[src/rtl/icache_ctrl.sv]
// Direct-mapped instruction cache controller with word-serial line refill.
// Define ICACHE_STATS_EN to add the hit_count / miss_count statistics ports.
module icache_ctrl #(
  parameter int LINES          = 16,
  parameter int WORDS_PER_LINE = 4
) (
  input  logic        clk,
  input  logic        rstn,
  input  logic [31:0] pc,
  input  logic        flush,
  output logic [31:0] instr,
  output logic        ihit,
  output logic        mem_req,
  output logic [31:0] mem_addr,
  input  logic [31:0] mem_rdata,
  input  logic        mem_ack
`ifdef ICACHE_STATS_EN
  ,
  output logic [31:0] hit_count,
  output logic [31:0] miss_count
`endif
);

  localparam int OFF_W = $clog2(WORDS_PER_LINE);
  localparam int IDX_W = $clog2(LINES);
  localparam int TAG_W = 32 - 2 - OFF_W - IDX_W;

  typedef enum logic {S_IDLE, S_REFILL} state_t;

  state_t             r_state, w_next_state;
  logic [LINES-1:0]   r_valid;
  logic [TAG_W-1:0]   r_tag  [LINES];
  logic [31:0]        r_data [LINES][WORDS_PER_LINE];
  logic [31:0]        r_base;
  logic [OFF_W-1:0]   r_cnt;
  logic               r_flush_pend;

  logic [IDX_W-1:0]   w_idx;
  logic [OFF_W-1:0]   w_off;
  logic [TAG_W-1:0]   w_tag;
  logic [IDX_W-1:0]   w_fill_idx;
  logic [TAG_W-1:0]   w_fill_tag;
  logic               w_lookup_hit;
  logic               w_start_refill;
  logic               w_fill_word;
  logic               w_fill_done;
  logic               w_unused;

  assign w_idx        = pc[2+OFF_W +: IDX_W];
  assign w_off        = pc[2 +: OFF_W];
  assign w_tag        = pc[31 -: TAG_W];
  assign w_fill_idx   = r_base[2+OFF_W +: IDX_W];
  assign w_fill_tag   = r_base[31 -: TAG_W];
  assign w_lookup_hit = r_valid[w_idx] && (r_tag[w_idx] == w_tag);
  assign w_unused     = ^pc[1:0];

  always_ff @(posedge clk or negedge rstn) begin
    if (!rstn) r_state <= S_IDLE;
    else       r_state <= w_next_state;
  end

  // NOTE: every output of this block gets a default first so no path leaves
  // a signal unassigned, which would otherwise infer a latch.
  always_comb begin
    w_next_state   = r_state;
    ihit           = 1'b0;
    instr          = '0;
    mem_req        = 1'b0;
    mem_addr       = '0;
    w_start_refill = 1'b0;
    w_fill_word    = 1'b0;
    w_fill_done    = 1'b0;
    case (r_state)
      S_IDLE: begin
        ihit = w_lookup_hit;
        if (w_lookup_hit) begin
          instr = r_data[w_idx][w_off];
        end else begin
          w_start_refill = 1'b1;
          w_next_state   = S_REFILL;
        end
      end
      S_REFILL: begin
        mem_req     = 1'b1;
        mem_addr    = r_base + (32'(r_cnt) << 2);
        w_fill_word = mem_ack;
        if (mem_ack && (&r_cnt)) begin
          w_fill_done  = 1'b1;
          w_next_state = S_IDLE;
        end
      end
      default: w_next_state = S_IDLE;
    endcase
  end

  // NOTE: state updates use non-blocking assignments so every register in the
  // block samples the pre-edge values, independent of statement order.
  always_ff @(posedge clk or negedge rstn) begin
    if (!rstn) begin
      r_valid      <= '0;
      r_base       <= '0;
      r_cnt        <= '0;
      r_flush_pend <= 1'b0;
    end else begin
      if (r_state == S_IDLE && flush) r_valid <= '0;
      if (w_start_refill) begin
        r_base       <= {pc[31:2+OFF_W], {(2+OFF_W){1'b0}}};
        r_cnt        <= '0;
        r_flush_pend <= 1'b0;
      end
      if (w_fill_word) r_cnt <= r_cnt + 1'b1;
      if (r_state == S_REFILL && flush) r_flush_pend <= 1'b1;
      // A flush seen at any point of the refill wipes everything, including this line.
      if (w_fill_done) begin
        r_flush_pend <= 1'b0;
        if (r_flush_pend || flush) r_valid <= '0;
        else                       r_valid[w_fill_idx] <= 1'b1;
      end
    end
  end

  // NOTE: tag and data arrays are deliberately not reset; the valid bits alone
  // decide whether their contents are ever observed.
  always_ff @(posedge clk) begin
    if (w_fill_word) r_data[w_fill_idx][r_cnt] <= mem_rdata;
    if (w_fill_done) r_tag[w_fill_idx] <= w_fill_tag;
  end

`ifdef ICACHE_STATS_EN
  always_ff @(posedge clk or negedge rstn) begin
    if (!rstn) begin
      hit_count  <= '0;
      miss_count <= '0;
    end else begin
      if (ihit)           hit_count  <= hit_count + 32'd1;
      if (w_start_refill) miss_count <= miss_count + 32'd1;
    end
  end
`endif

endmodule

[config.mk]
export PLATFORM = sky130hd
export DESIGN_NAME = icache_ctrl
export DESIGN_NICKNAME = d
export VERILOG_FILES = /design/src/rtl/icache_ctrl.sv
export SDC_FILE = /design/constraint.sdc
export NUM_CORES = 2
export LEC_CHECK = 0
export CORE_UTILIZATION = 37
export DETAILED_ROUTE_END_ITERATION = 7
export GPL_TIMING_DRIVEN = 0
export MAX_ROUTING_LAYER = met4
export PLACE_DENSITY = 0.61
export SYNTH_ARGS = -nofsm -noshare
export SYNTH_HDL_FRONTEND = slang
export SYNTH_SLANG_ARGS = --single-unit
[constraint.sdc]
create_clock -name clk -period 6.66 [get_ports clk]
set_clock_uncertainty 0.05 [all_clocks]
set_input_delay 1.332 -clock clk [delete_from_list [all_inputs] [get_ports clk]]
set_output_delay 1.332 -clock clk [all_outputs]
set_load 0.05 [all_outputs]
Yosys cells after proc, flatten, opt, wreduce, memory -nomap -nowiden
Memories as Yosys holds them, arrays and structs flattened.
Index checks and enable logic that the tools add are counted.
{ "totals": {"reg_bits": 48, "ram_bits": 2432, "inputBits": 68, "out_inout_bits": 66, "wordCells": 63, "memories": 2} }
{ "op_classes": {"addsub": 2, "n_lt_le_gt_ge": 6, "n_eq_ne": 1, "n_mux": 33, "n_bitwise": 4, "n_reduce_logical": 10} }
{ "memory_table": {"columns": ["memory", "words", "word_bits", "rd", "rd_clocked_by_memory_dff", "write_ports", "line_no", "source"], "rows": [
  ["r_data", 16, 128, 1, 0, 1, "33", "logic [31:0] r_data [LINES][WORDS_PER_LINE];"],
  ["r_tag", 16, 24, 1, 0, 1, "32", "logic [TAG_W-1:0] r_tag [LINES];"]
]} }
{ "ops": {"columns": ["op", "n"], "rows": [
  ["$mux W32", 6],
  ["$mux W128", 1],
  ["$bmux W32 S2", 1],
  ["$demux W32 S2", 1],
  ["$mux W16", 3],
  ["$add A32 B4 Y32", 1],
  ["$eq A24 B24 Y1", 1],
  ["$mux W1", 16],
  ["$or A16 B16 Y16", 1],
  ["$lt A4 B5 Y1 const B", 2],
  ["$ge A3 B3 Y1 const B", 2],
  ["$logic_and A1 B1 Y1", 6],
  ["$not A2 Y3", 2],
  ["$bmux W1 S4", 1],
  ["$demux W1 S4", 1],
  ["$ge A4 B1 Y1 const B", 1],
  ["$mux W2", 2],
  ["$lt A3 B1 Y1 const B", 1],
  ["$reduce_bool A3 Y1", 1],
  ["$add A2 B1 Y2 const B", 1],
  ["$pmux W1 S2", 1],
  ["$reduce_and A2 Y1", 1],
  ["$reduce_bool A2 Y1", 1],
  ["$logic_or A1 B1 Y1", 1],
  ["$not A1 Y1", 1]
]} }

Depth between registers and ports, before layout
{ "logic_depth": {"ltp_word": 8, "mapped_depth": 15, "ltp_nobuf": 8} }

Least setup slack after synthesis
No wires, ideal clock.
{ "synth_path": {"kind": "input port to output port", "start": "input pc[4]", "end": "output instr[10]", "arrival_ns": 4.545, "required_ns": 5.278, "setup_slack_ns": 0.733, "cell_stages": 12, "path_buffers": 4, "path_cell_list": "buf_2 -> buf_4 -> buf_4 -> mux2i_1 -> o22ai_1 -> o211ai_1 -> o2111ai_1 -> or4b_4 -> nor4_4 -> nand4b_1 -> clkbuf_1 -> nor2b_1"} }
{ "synth_via": {"elab_chain_cells": 6, "elab_cells_between_ends": 11, "cone_classes": "eq/ne (1); mux (7); reduce/logical (1); memory (2)"} }
{ "synth_lines": {"columns": ["element", "line_no", "source"], "rows": [
  ["start: declaration", "9", "input logic [31:0] pc,"],
  ["$mem_v2 Z16 W128", null, null],
  ["$bmux W32 S2", "77", "instr = r_data[w_idx][w_off];"],
  ["$mux W32 (implied by the code) (2 in series)", "77", null],
  ["$mux W32 *", "76", "if (w_lookup_hit) begin"],
  ["$mux W32 *", "73", "case (r_state)"],
  ["end: declaration", "11", "output logic [31:0] instr,"]
]} }
Every way passes the cells marked *; elsewhere a longest branch is shown, timed or not. The select of a mux whose other input is x is not followed.

Worst setup path after layout
{ "layout_path": {"start": "input pc[7]", "end": "output instr[1]"} }
Same word-level chain as after synthesis.

==> flow_summary.ini <==
[clocking]
cts_tree = yes
postCtsHoldBufs = 0
clock-root-buffer = clkbuf_16
insertion_delay_ns = 0.90
cts_htree_levels = 4
numCtsBuffers = 231
clkSlewWorstSetupHoldPaths_ns = 0.06
clockBufferDepth = 3
clock-sinks = 2480

[sta]
hold_viol_final = 0
fmax_mhz = 150
min_period_over_period_pct = 100
slew_viol_final = 11
period_needed_ns = 6.66
tightest_slew_ns = 1.55
rsz0062_at_grt = yes
setup_viol = 1
fin_ws_ns = -0.000883
relSlewSlack_pct = -3.47

[grt]
grt_pass1_wl_um = 357000
grt_overflow_total = 0
grt_pass1_vias = 44839
grt_use_total_pct = 20.4
antenna_found_initial = 27
grt_max_degree = 59

[synthesis]
synth-edff-count = 2432
synth-seq-area-share_pct = 77.8
syn_inst = 3936
post_synth.cell_area_avg_sq_um = 24.2
synth_warnings = 0
synth-main-ff-cell = edfxtp_1
ys_ff_latch = 2480
ys_async_sr_fraction_pct = 1.94
synth.distinct_cells = 54
netlist_area_sq_mm = 0.0954

[placed_design]
port-buffer-count = 124
dp_slack_ns = -3.83
finalWeightedCongestion = 0.866
numPlacedInstances = 7561
place_area_sq_mm = 0.104
dp_hpwl_um = 172000

[flow_run]
drv_cap = 1

[worst_hold_path]
holdCritPathClass = in2async

[outcome]
violations = capacitance limit, slew limit, setup timing
outcome = complete, but fails checks

[setup_path]
crit_path_start = pc[7]
required_ns = 5.28
crit_type = in2out
r2r_end = r_data[0][13]
cp-start-kind = input pin
reg2reg_slack_ns = 2.23
crit_path_max_fanout = 10
end_kind = output pin
timing.rr.start = r_cnt[0]
rr_worst_depth = 6
critPathArrivalTime_ns = 5.28

[floorplanning]
num_rows = 186
core_area_sq_mm = 0.256
die_area_sq_mm = 0.260
start_util_pct = 37.2
die_w_um = 510
ios = 134
die_h_um = 510

[power]
ir_worst_vdd_mv = 0.399
total_power_mw = 35.2
powerDensity_mw_per_mm2 = 315
p_leak_nw = 34.8

[route]
vias = 45266
via_per_inst = 5.66
detailedRoute.firstPassIterationCount = 7
ant_nets = 0
wl_per_cell_um = 32.1
route.detailed.drc = 0
drtIter0Drc = 6035
finalWirelength_um = 257000

[finish]
num-fill-cells = 21506
multiInputGateArea_sq_mm = 0.0209
drive_above_1_share_pct = 33.6
area_growth_pct = 17.1
design_area_sq_mm = 0.112
final_util_pct = 43.6
seq_area_sq_mm = 0.0742
mostFrequentLayoutCell = edfxtp_1
instances_no_fill = 8003
most-common-layout-cells = edfxtp_1, mux4_2, clkbuf_16
fin_nets = 4483
-- synth_stat cells (2+ instances only) --
cell type / number / area share [%]
a21o_1: 3 / 0.024
a21oi_1: 23 / 0.12
a221oi_1: 5 / 0.046
a22o_1: 9 / 0.083
a22oi_1: 18 / 0.14
and2_1: 33 / 0.22
buf_1: 25 / 0.098
buf_2: 90 / 0.47
buf_4: 14 / 0.11
buf_6: 6 / 0.071
clkbuf_1: 76 / 0.30
dfrtp_1: 48 / 1.3
edfxtp_1: 2432 / 77
ha_1: 4 / 0.052
inv_1: 9 / 0.035
mux2_1: 2 / 0.024
mux2_2: 26 / 0.31
mux2_4: 9 / 0.14
mux2i_1: 87 / 0.91
mux4_2: 739 / 17
nand2_1: 27 / 0.11
nand2b_1: 4 / 0.026
nand3_1: 23 / 0.12
nand3b_1: 4 / 0.031
nand4_1: 2 / 0.013
nor2_1: 105 / 0.41
nor2b_1: 43 / 0.28
nor3_1: 5 / 0.026
nor4_1: 3 / 0.020
o211ai_1: 3 / 0.024
o21ai_0: 4 / 0.021
o22ai_1: 8 / 0.052
o31a_1: 2 / 0.018
o31ai_1: 2 / 0.016
xnor2_1: 12 / 0.11
xor2_1: 13 / 0.12
-- flip-flops by register name (all words and copies together), names as in the netlist --
register      count
r_base           28
r_cnt             2
r_data         2048
r_flush_pend      1
r_state           1
r_tag           384
r_valid          16
-- cell type report --
| type | instances | area share [%] |
|---|---|---|
| timing repair buffer | 242 | 3.11 |
| multi-input combinational | 1237 | 18.7 |
| sequential | 2480 | 66.5 |
| clock buffer | 283 | 5.41 |
| clock inverter | 149 | 1.07 |
| buffer | 210 | 1.40 |
| antenna | 9 | 0.0202 |
| tap | 3384 | 3.79 |
| inverter | 9 | 0.0302 |
-- how the worst max path moves through the flow --
stage,endpoint,cells past startpoint
4_1_cts,instr[8],14
6_report,instr[1],13
3_5_place_dp,instr[24],14
2_1_floorplan,instr[10],12
5_1_grt,instr[7],14
3_3_place_gp,instr[24],12
-- kinds of logic after synthesis --
family,Yosys count,share of synthesized area (%)
AND/OR/NAND/NOR,255,1.32
other,1,0.00393
flip-flops,2480,77.8
AO/OA/AOI/OAI,88,0.653
XOR/XNOR,25,0.230
buffers and inverters,220,1.09
multiplexers,863,18.8
adder cells (fa/ha/maj),4,0.0525
-- critical path: stages --
cell and delay (ns):
clkdlybuf4s50_1 0.59, buf_6 0.25, buf_4 0.25, mux4_2 0.33, a221oi_1 0.35, xor2_1 0.29
o21ai_0 0.20, nor4_4 0.32, nand4b_1 0.15, buf_4 0.18, buf_4 0.23, nor2b_4 0.33
clkdlybuf4s15_2 0.42
-- per-layer routing --
| metal | vias up | track usage, % | wire, um |
|---|---|---|---|
| met1 | 24875 | 27.8 | 107000 |
| met2 | 2068 | 31.6 | 123000 |
| met5 | - | - | 0 |
| li1 | 17946 | - | - |
| met4 | 0 | 6.14 | 8230 |
| met3 | 377 | 3.31 | 19500 |
-- metrics by stage --
stage | setup TNS (ns) | hold WS [ns]
3_5_place_dp | -92.94 | 0.460
3_3_place_gp | -100.88 | 0.450
6_report | -0.000883 | 0.295
2_1_floorplan | 0 | 0.427
5_1_grt | 0 | 0.272
4_1_cts | 0 | 0.235
-- what timing repair did --
action | in CTS | in global routing
pin swaps | 1 | 0
gates resized for setup | 400 | 56
cloned | 0 | 0
endpoints found under the setup margin | 33 | 33
setup buffers | 2 | 0
-- power breakdown --
part           leakage [nW]  switching (mW)  internal (mW)
logic                  8.74            2.40           1.33
registers              22.5           0.535           18.1
clock network          3.54            5.77           7.03
total                  34.8            8.71           26.5
Note: power is estimated with default switching activity, not from simulation.
